===== src/rtl/config_loader.sv =====
// Byte-stream configuration loader feeding the tile array.
// Assembles addr + 3 data bytes into frames and broadcasts them.
module config_loader #(
  parameter int         NUM_TILES = 16,
  parameter logic [7:0] END_ADDR  = 8'hFF
) (
  input  logic        clk,
  input  logic        rst,
  input  logic        in_valid,
  input  logic [7:0]  in_data,
  output logic        in_ready,
  output logic        config_en,
  output logic [7:0]  config_addr,
  output logic [21:0] config_data,
  output logic        done,
  output logic        err,
  output logic [15:0] frame_count
);

  typedef enum logic [2:0] {
    S_ADDR,
    S_D0,
    S_D1,
    S_D2,
    S_CHECK,
    S_ISSUE,
    S_DONE
  } state_t;

  localparam logic [8:0] NT = NUM_TILES[8:0];

  state_t      state;
  logic [7:0]  addr_q;
  logic [15:0] data_q;
  logic [7:0]  d2_q;
  logic        xfer;
  logic        frame_ok;

  assign xfer     = in_valid && in_ready;
  assign frame_ok = ({1'b0, addr_q} < NT) && (d2_q[7:6] == 2'b00);

  // Frame assembly FSM with registered handshake and broadcast outputs.
  always_ff @(posedge clk) begin
    if (rst) begin
      state       <= S_ADDR;
      in_ready    <= 1'b1;
      config_en   <= 1'b0;
      config_addr <= 8'h00;
      config_data <= 22'h0;
      done        <= 1'b0;
      err         <= 1'b0;
      frame_count <= 16'h0;
      addr_q      <= 8'h00;
      data_q      <= 16'h0;
      d2_q        <= 8'h00;
    end else begin
      config_en <= 1'b0;
      case (state)
        S_ADDR: begin
          if (xfer) begin
            if (in_data == END_ADDR) begin
              state    <= S_DONE;
              in_ready <= 1'b0;
              done     <= 1'b1;
            end else begin
              addr_q <= in_data;
              state  <= S_D0;
            end
          end
        end
        S_D0: begin
          if (xfer) begin
            data_q[7:0] <= in_data;
            state       <= S_D1;
          end
        end
        S_D1: begin
          if (xfer) begin
            data_q[15:8] <= in_data;
            state        <= S_D2;
          end
        end
        S_D2: begin
          if (xfer) begin
            d2_q     <= in_data;
            state    <= S_CHECK;
            in_ready <= 1'b0;
          end
        end
        S_CHECK: begin
          if (frame_ok) begin
            state       <= S_ISSUE;
            config_en   <= 1'b1;
            config_addr <= addr_q;
            config_data <= {d2_q[5:0], data_q};
            if (frame_count != 16'hFFFF)
              frame_count <= frame_count + 16'd1;
          end else begin
            err      <= 1'b1;
            state    <= S_ADDR;
            in_ready <= 1'b1;
          end
        end
        S_ISSUE: begin
          state    <= S_ADDR;
          in_ready <= 1'b1;
        end
        S_DONE: begin
          state    <= S_DONE;
          in_ready <= 1'b0;
        end
        default: begin
          state    <= S_ADDR;
          in_ready <= 1'b1;
        end
      endcase
    end
  end

endmodule

===== config.mk =====
export PLATFORM = sky130hd
export DESIGN_NAME = config_loader
export DESIGN_NICKNAME = d
export VERILOG_FILES = /design/src/rtl/config_loader.sv
export SDC_FILE = /design/constraint.sdc
export NUM_CORES = 1
export LEC_CHECK = 0
export ABC_AREA = 1
export CAP_MARGIN = 40
export CORE_MARGIN = 3
export CORE_UTILIZATION = 35
export CTS_CLUSTER_DIAMETER = 150
export DETAILED_ROUTE_END_ITERATION = 8
export PLACE_DENSITY = 0.69
export SYNTH_ARGS = -nofsm -noshare
export SYNTH_HDL_FRONTEND = slang
export SYNTH_SLANG_ARGS = --single-unit

===== constraint.sdc =====
create_clock -name clk -period 4.08 [get_ports clk]
set_input_delay 0.816 -clock clk [delete_from_list [all_inputs] [get_ports clk]]
set_output_delay 0.816 -clock clk [all_outputs]
set_load 0.1 [all_outputs]

# Yosys cells after proc, flatten, opt, wreduce, memory -nomap -nowiden
# Index checks and enable logic that the tools add are counted.
word_totals:
  ff_bits: 85
  inputBits: 11
  out_inout_bits: 50
  wordCells: 60
op_classes:
  n_addsub: 1
  order_cmp: 1
  eq_ne: 13
  n_mux: 13
  bitwise: 4
  reduce_logical: 16
ops:
  columns: ["cell", "n"]
  rows:
  - ["3-bit two-way mux", 6]
  - ["3-bit case mux with 6 select lines", 1]
  - ["16-bit by 1-bit adder with 16-bit output, second input constant", 1]
  - ["16-bit != test, second input constant", 1]
  - ["2-bit != test, second input constant", 6]
  - ["2-bit AND reduction", 5]
  - ["3-bit AND reduction", 3]
  - ["8-bit == test, second input constant", 1]
  - ["8-bit by 5-bit < comparator with 1-bit output, second input constant", 1]
  - ["3-bit by 2-bit == test with 1-bit output, second input constant", 2]
  - ["3-bit == test, second input constant", 2]
  - ["1-bit two-way mux", 5]
  - ["1-bit case mux with 5 select lines", 1]
  - ["5-bit AND reduction", 1]
  - ["1-bit inverter", 4]
  - ["4-bit AND reduction", 1]
  - ["2-bit OR reduction", 2]
  - ["3-bit by 1-bit == test with 1-bit output, second input constant", 1]
  - ["3-bit zero test", 1]
  - ["1-bit logical AND", 2]
  - ["2-bit zero test", 1]

# Depth between registers and ports, before layout
# Gate-level depths: netlist of run 1.
logic_depth:
  word_depth: 4
  depth_mapped: 10
  mapped_depth_nobuf: 10

# Least setup slack after synthesis of run 1
# Ideal clock, no wire load.
synth_timing:
  path_type: "reg2reg"
  start: "register frame_count[1]"
  end: "register frame_count[13]"
  setup_time_ns: 0.069
  arrival_time_ns: 2.268
  required_time_ns: 4.011
  slack_ns: 1.744
  stages_incl_launch_ff: 11
  n_path_buf: 1
  synth_period_minus_slack_ns: 2.336
  path_cell_list: "dfxtp_1 -> ha_1 -> nand2_2 -> nor2_4 -> nand2_4 -> nor2_8 -> nand2_4 -> nand2_8 -> buf_12 -> nand2_2 -> a21oi_2"
synth_between:
  elab_chain_len: 2
  word_cells_on_any_way: 3
  cone_classes: "1 x add/sub; 1 x eq/ne; 1 x reduce/logical"
synth_lines:
  columns: ["item", "line", "text"]
  rows:
  - ["start, declared", "17", "output logic [15:0] frame_count"]
  - ["start signal, assigned", "97", "frame_count <= frame_count + 16'd1;"]
  - ["parallel branches: the longest is 2 deep, another holds 16-bit by 1-bit adder with 16-bit output", null, null]
# Parallel ways; which one is timed is not known.
# A chain may end at the register's enable or synchronous reset.

# Worst setup path in the final report of run 1
layout_timing:
  start: "register frame_count[2]"
  end: "output frame_count[2]"
# No word-level cell between the ends.

==> metrics.txt, run 1 <==
DR iter-0 viols=165; syn avg cell area=7.39 um^2; pwr dens=299 nW/um^2; pin count of the biggest net entering global routing=60; final net count=604; Via-to-Cell Ratio=4.66; Final Skew=0.00723 ns; r2r setup slk=2.31 ns; Slew @ Worst Pin=0.573 ns; worst endpoint required time=3.26 ns; setup violators final=0; Post-Syn Area=3590 um^2; slowest CP cell=clkdlybuf4s50_1; final number of max-transition violations=0; core area=9860 um^2; I/O Buffers=60; Clock Pin Slew Worst Setup and Hold Paths=0.08 ns; non-filler instance count after layout=730; Root Buffer=clkbuf_8; Post-Place Cells=714; worst r2r src=state[1]; Design Power=0.00157 W; final period utilization=59.8%; RSZ-0062 raised after global routing=false; First-pass DRT Iterations=4; family with the most delay on the worst path=buffers and inverters; area of the multi-input gates=1670 um^2; Syn Inst Count=486; P&R area growth vs syn=46.7%; GRT Max-Usage Layer=met2; reg-to-reg critical path endpoint=frame_count[0]; All-Layer GR Usage=16.1%; Leakage=2.19 nW; crit end category=primary output; die height=107 um; met3 usage=3.60%; Post-DRT Antenna Nets=0; Worst Hold Endpoint=config_addr[6]; fin crit period=2.44 ns; CTS tree=built; cts bufs inserted=9; synth warn=0; initial antenna violation count=0; met2 Track Usage GR=27.6%; DR DRC count=0; CTS max path bufs=2; hold depth=2; Sequential Area=1700 um^2; width of the die=107 um; Seq cells post-synth=85; R2R cell count=7; max-cap check violation count=0; count leader, synth=nor2_1; vias in the first global route=3286; Seq/Total Area, Yosys=47.4%; status=finished clean; CP cell instances=clkdlybuf4s50_1 -> buf_8; Synth top cells by count=nor2_1, dfxtp_1, nand2_1; DP Wirelength=6.20 mm; gpl congestion=0.829; GR Overflow Total=0; Critical Path Fanout Max=7; post-synth top area share=47.4%; wire per inst=11.9 um; ANT cells=0; Post-CTS Repair Setup Buffers=0; fraction of layout cells with a size suffix above 1=17.3%; number of placement rows=36; routing usage on met1=20.1%; CTS sink count=85; DIE AREA=11500 um^2; setup TNS=0 ns; routed wire length=8.71 mm; Vias=3403; Post-synth EDFFs=0; post-CTS sizing=0; Worst Hold Class=flop to flop; I/O Pins=61; biggest area consumer among synthesized cells=dfxtp_1; critical path class=flop to primary output; ys flop type=dfxtp_1; top post-synthesis cells by area=dfxtp_1, nor2_1, o21ai_0; first-pass GRT wire length=15.0 mm; final hold vios=0; initial cell density of the core=36.4%; syn_nets=498; Startpoint Class=flop; hold slack=0.447 ns; latest clock arrival within the worst-skew pair=0.35 ns; CTS Hold Bufs=0; async set or reset register ratio after synthesis=0%; relative slew slack=61.7%; Peak VDD IR=0.192 mV; CP Buf/Inv Count=2; Netlist cell types=31; Crit path arrival time=1.62 ns; final-layout fill cell count=887; FMAX=410 MHz; max incr delay on CP=0.58 ns; # H-tree levels=3; hold path startpoint=config_addr[6]
## report_power, final
group          switching [W]  internal (W)  total [W]  leakage, nW
registers          0.0000144      0.000857   0.000872        0.688
logic              0.0000994     0.0000529   0.000152         1.41
clock network       0.000309      0.000241   0.000550       0.0930
## sequential cells by signal, indices dropped and copies added (netlist names)
| register | count |
|---|---|
| config_data | 22 |
| data_q | 16 |
| frame_count | 16 |
| addr_q | 8 |
| config_addr | 8 |
| d2_q | 8 |
| state | 3 |
| config_en | 1 |
| done | 1 |
| err | 1 |
| in_ready | 1 |
## per-layer routing
layer  vias to the layer above  wire (um)
met2                        68       4220
met1                      1555       3970
li1                       1771          -
met4                         0        103
met3                         9        419
met5                         -          0
## cell usage in the layout, fill, tap and decap left out, drive strengths merged
master,synthesis,layout
nand4,4,4
nand2,81,81
o211ai,1,1
o21ai,67,67
inv,34,36
nand3b,3,3
buf,12,53
nor3,2,2
or2,1,1
dfxtp,85,85
clkinvlp,0,1
a21oi,26,26
clkinv,0,3
nand3,21,21
nor2,138,138
clkbuf,6,10
a31oi,1,1
xor2,2,2
clkdlybuf4s50,0,60
ha,1,1
xnor2,1,1
## layout make-up
type	instances	share of cell area (%)
multi-input combinational	349	31.6
timing repair buffer	113	27.0
clock buffer	10	2.61
tap	133	3.16
sequential	85	32.3
clock inverter	6	0.831
inverter	34	2.47
## logic make-up (layout without fill, tap and decap cells)
| kind of cell | count (synthesis) | after routing | share of synthesized area [%] |
|---|---|---|---|
| xor gates and xnor gates | 3 | 3 | 0.732 |
| DFF | 85 | 85 | 47.4 |
| and+or+nand+nor | 250 | 250 | 30.7 |
| buffers and inverters | 52 | 163 | 6.45 |
| AOI/OAI and AO/OA | 95 | 95 | 14.4 |
| adders and majority gates | 1 | 1 | 0.348 |
## worst reg2reg max path, stage by stage (launching register included)
cell and delay (ns):
dfxtp_1 0.36, nor2_1 0.18, nand2_1 0.11, nor2_4 0.14, buf_4 0.43, nand2_8 0.18
o21ai_0 0.22, nor2_1 0.05
## worst max path at each step
stage,from,to,slack [ns],cells after the start
floorplan,frame_count[1],frame_count[13],1.74,10
global placement,rst,state[2],1.46,7
CTS,frame_count[8],frame_count[8],1.62,2
global route,frame_count[8],frame_count[8],1.56,2
detailed placement,rst,state[2],1.41,7
finish,frame_count[2],frame_count[2],1.64,2
## stage by stage
step	setup WS, ns	instance area, um^2	utilization (%)
floorplan	1.74	3590	-
global placement	1.46	4290	43.5
detailed placement	1.41	5090	51.6
CTS	1.62	5270	53.4
global route	1.56	5270	53.4
finish	1.64	5270	53.4
Note: power is estimated with default switching activity, not from simulation.
==> run 2, diff against run 1 <==
==> constraint.sdc (replaced) <==
create_clock -name clk -period 2.3 [get_ports clk]
set_input_delay 0.46 -clock clk [delete_from_list [all_inputs] [get_ports clk]]
set_output_delay 0.46 -clock clk [all_outputs]
set_load 0.1 [all_outputs]
==> metrics.txt, run 2 (synthesis gave the netlist of run 1 again) <==
Sw Ratio=27.3% (was 26.8%); CTS tree=built (unchanged); I/O Pins=61 (unchanged); First-pass DRT Iterations=4 (unchanged); Root Buffer=clkbuf_8 (unchanged); setup TNS=0 ns (unchanged); NetSw=0.000800 W (was 0.000422 W); Slew @ Worst Pin=0.513 ns (was 0.573 ns); final net count=560 (was 604); P_int=0.00213 W (was 0.00115 W); width of the die=107 um (unchanged); core area=9860 um^2 (unchanged); die height=107 um (unchanged); relative slew slack=65.7% (was 61.7%); # H-tree levels=3 (unchanged); Post-DRT Antenna Nets=0 (unchanged); wire per inst=12.4 um (was 11.9 um); Startpoint Class=flop (unchanged); Crit path arrival time=2.11 ns (was 1.62 ns); setup violators final=0 (unchanged); CP cell instances=nor2_1 -> nand2_1 -> nor2_4 -> inv_4 -> nor2_4 -> nand2_1 -> a21oi_1 (was clkdlybuf4s50_1 -> buf_8); Peak VDD IR=0.305 mV (was 0.192 mV); RSZ-0062 raised after global routing=false (unchanged); DR iter-0 viols=173 (was 165); Critical Path Fanout Max=26 (was 7); final hold vios=0 (unchanged); DIE AREA=11500 um^2 (unchanged); routed wire length=8.51 mm (was 8.71 mm); CTS Hold Bufs=0 (unchanged); CTS sink count=85 (unchanged); fraction of layout cells with a size suffix above 1=20.1% (was 17.3%); final-layout fill cell count=980 (was 887); Vias=3248 (was 3403); Post-Place Cells=670 (was 714); Post-CTS Repair Setup Buffers=0 (unchanged); area of the multi-input gates=1670 um^2 (unchanged); ANT cells=0 (unchanged); number of placement rows=36 (unchanged); initial cell density of the core=36.4% (unchanged); CTS max path bufs=2 (unchanged); status=finished clean (unchanged); All-Layer GR Usage=15.5% (was 16.1%); clock power share=38.4% (was 34.9%); P&R area growth vs syn=23.2% (was 46.7%); DR DRC count=0 (unchanged); setup ws final=0.485 ns (was 1.64 ns); CP Buf/Inv Count=1 (was 2); fin crit period=1.82 ns; GR Overflow Total=0 (unchanged); Largest Register=config_data (unchanged); Seq pwr share=52.8% (was 55.4%); hold slack=0.449 ns (was 0.447 ns); family with the most delay on the worst path=simple AND/OR/NAND/NOR gates (was buffers and inverters); Final Skew=0.0209 ns (was 0.00723 ns); Worst Hold Class=flop to flop (unchanged); I/O Buffers=60 (unchanged); critical path class=flop to flop (was flop to primary output); final number of max-transition violations=0 (unchanged); Design Power=0.00293 W (was 0.00157 W); post-CTS sizing=0 (unchanged); FMAX=551 MHz; max-cap check violation count=0 (unchanged); flip-flop count of the largest register after layout=22 (unchanged); Largest regs=config_data (22), data_q (16), frame_count (16) (unchanged); vias in the first global route=2972 (was 3286); Clock Pin Slew Worst Setup and Hold Paths=0.09 ns (was 0.08 ns); crit end category=flop (was primary output); pwr dens=662 nW/um^2 (was 299 nW/um^2); non-filler instance count after layout=686 (was 730); first-pass GRT wire length=14.3 mm (was 15.0 mm); cts bufs inserted=9 (unchanged); initial antenna violation count=0 (unchanged); most frequent cells in the layout=nor2_1, dfxtp_1, nand2_1 (unchanged); Via-to-Cell Ratio=4.73 (was 4.66); pin count of the biggest net entering global routing=44 (was 60); final period utilization=78.9%; gpl congestion=0.886 (was 0.829); max incr delay on CP=0.41 ns (was 0.58 ns); combinational power share=8.8% (was 9.7%); DP Wirelength=6.06 mm (was 6.20 mm); most common cell after layout, fill and taps aside=nor2_1 (unchanged); worst endpoint required time=2.60 ns (was 3.26 ns); Sequential Area=1700 um^2 (about the same); Place WS=0.213 ns (was 1.41 ns); slowest CP cell=nor2_4 (was clkdlybuf4s50_1); latest clock arrival within the worst-skew pair=0.36 ns (was 0.35 ns); Leakage=1.95 nW (was 2.19 nW)
==> run 2: power by group through the flow <==
stage | clock network, W | registers [W] | logic, W
6_report | 0.00112 | 0.00155 | 0.000257
3_3_place_gp | 0 | 0.00158 | 0.000250
2_1_floorplan | 0 | 0.00161 | 0.000144
4_1_cts | 0.00115 | 0.00155 | 0.000257
5_1_grt | 0.00121 | 0.00156 | 0.000286
3_5_place_dp | 0 | 0.00158 | 0.000255
==> run 2: final cells by class <==
class                   instances  area share, %
clock buffers                   9           2.80
clock inverters                 7           2.06
repair buffers                 69           12.3
inverters                      34           2.94
well taps                     133           3.76
multi-input cells             349           37.6
flip-flops and latches         85           38.5
==> run 2: layer usage <==
metal  wire length [um]  vias to the layer above  track usage [%]
met5                  0                        -                0
met4                136                        0             5.30
met3                326                       14             3.42
met2               3860                       73             24.1
li1                   -                     1693                -
met1               4190                     1468             21.1
==> run 2: final timing paths <==
| check | from | endpoint | slack [ns] | depth (start not counted) |
|---|---|---|---|---|
| setup / recovery | state[0] | frame_count[11] | 0.48 | 7 |
| hold / removal | config_addr[4] | config_addr[4] | 0.45 | 2 |
| setup reg to reg | state[0] | frame_count[11] | 0.48 | 7 |
| hold reg to reg | config_addr[4] | config_addr[4] | 0.45 | 2 |
==> run 2: worst min-delay path, delay by kind of cell, from the launching register on <==
| kind | cells | cell delay [ns] |
|---|---|---|
| simple gates | 2 | 0.10 |
| flops | 1 | 0.32 |
==> run 2: stage by stage <==
| step | cell area, um^2 | utilization [%] |
|---|---|---|
| finish | 4420 | 44.9 |
| global route | 4420 | 44.9 |
| CTS | 4420 | 44.9 |
| detailed placement | 4210 | 42.7 |
| global placement | 4210 | 42.7 |
| floorplan | 3590 | - |
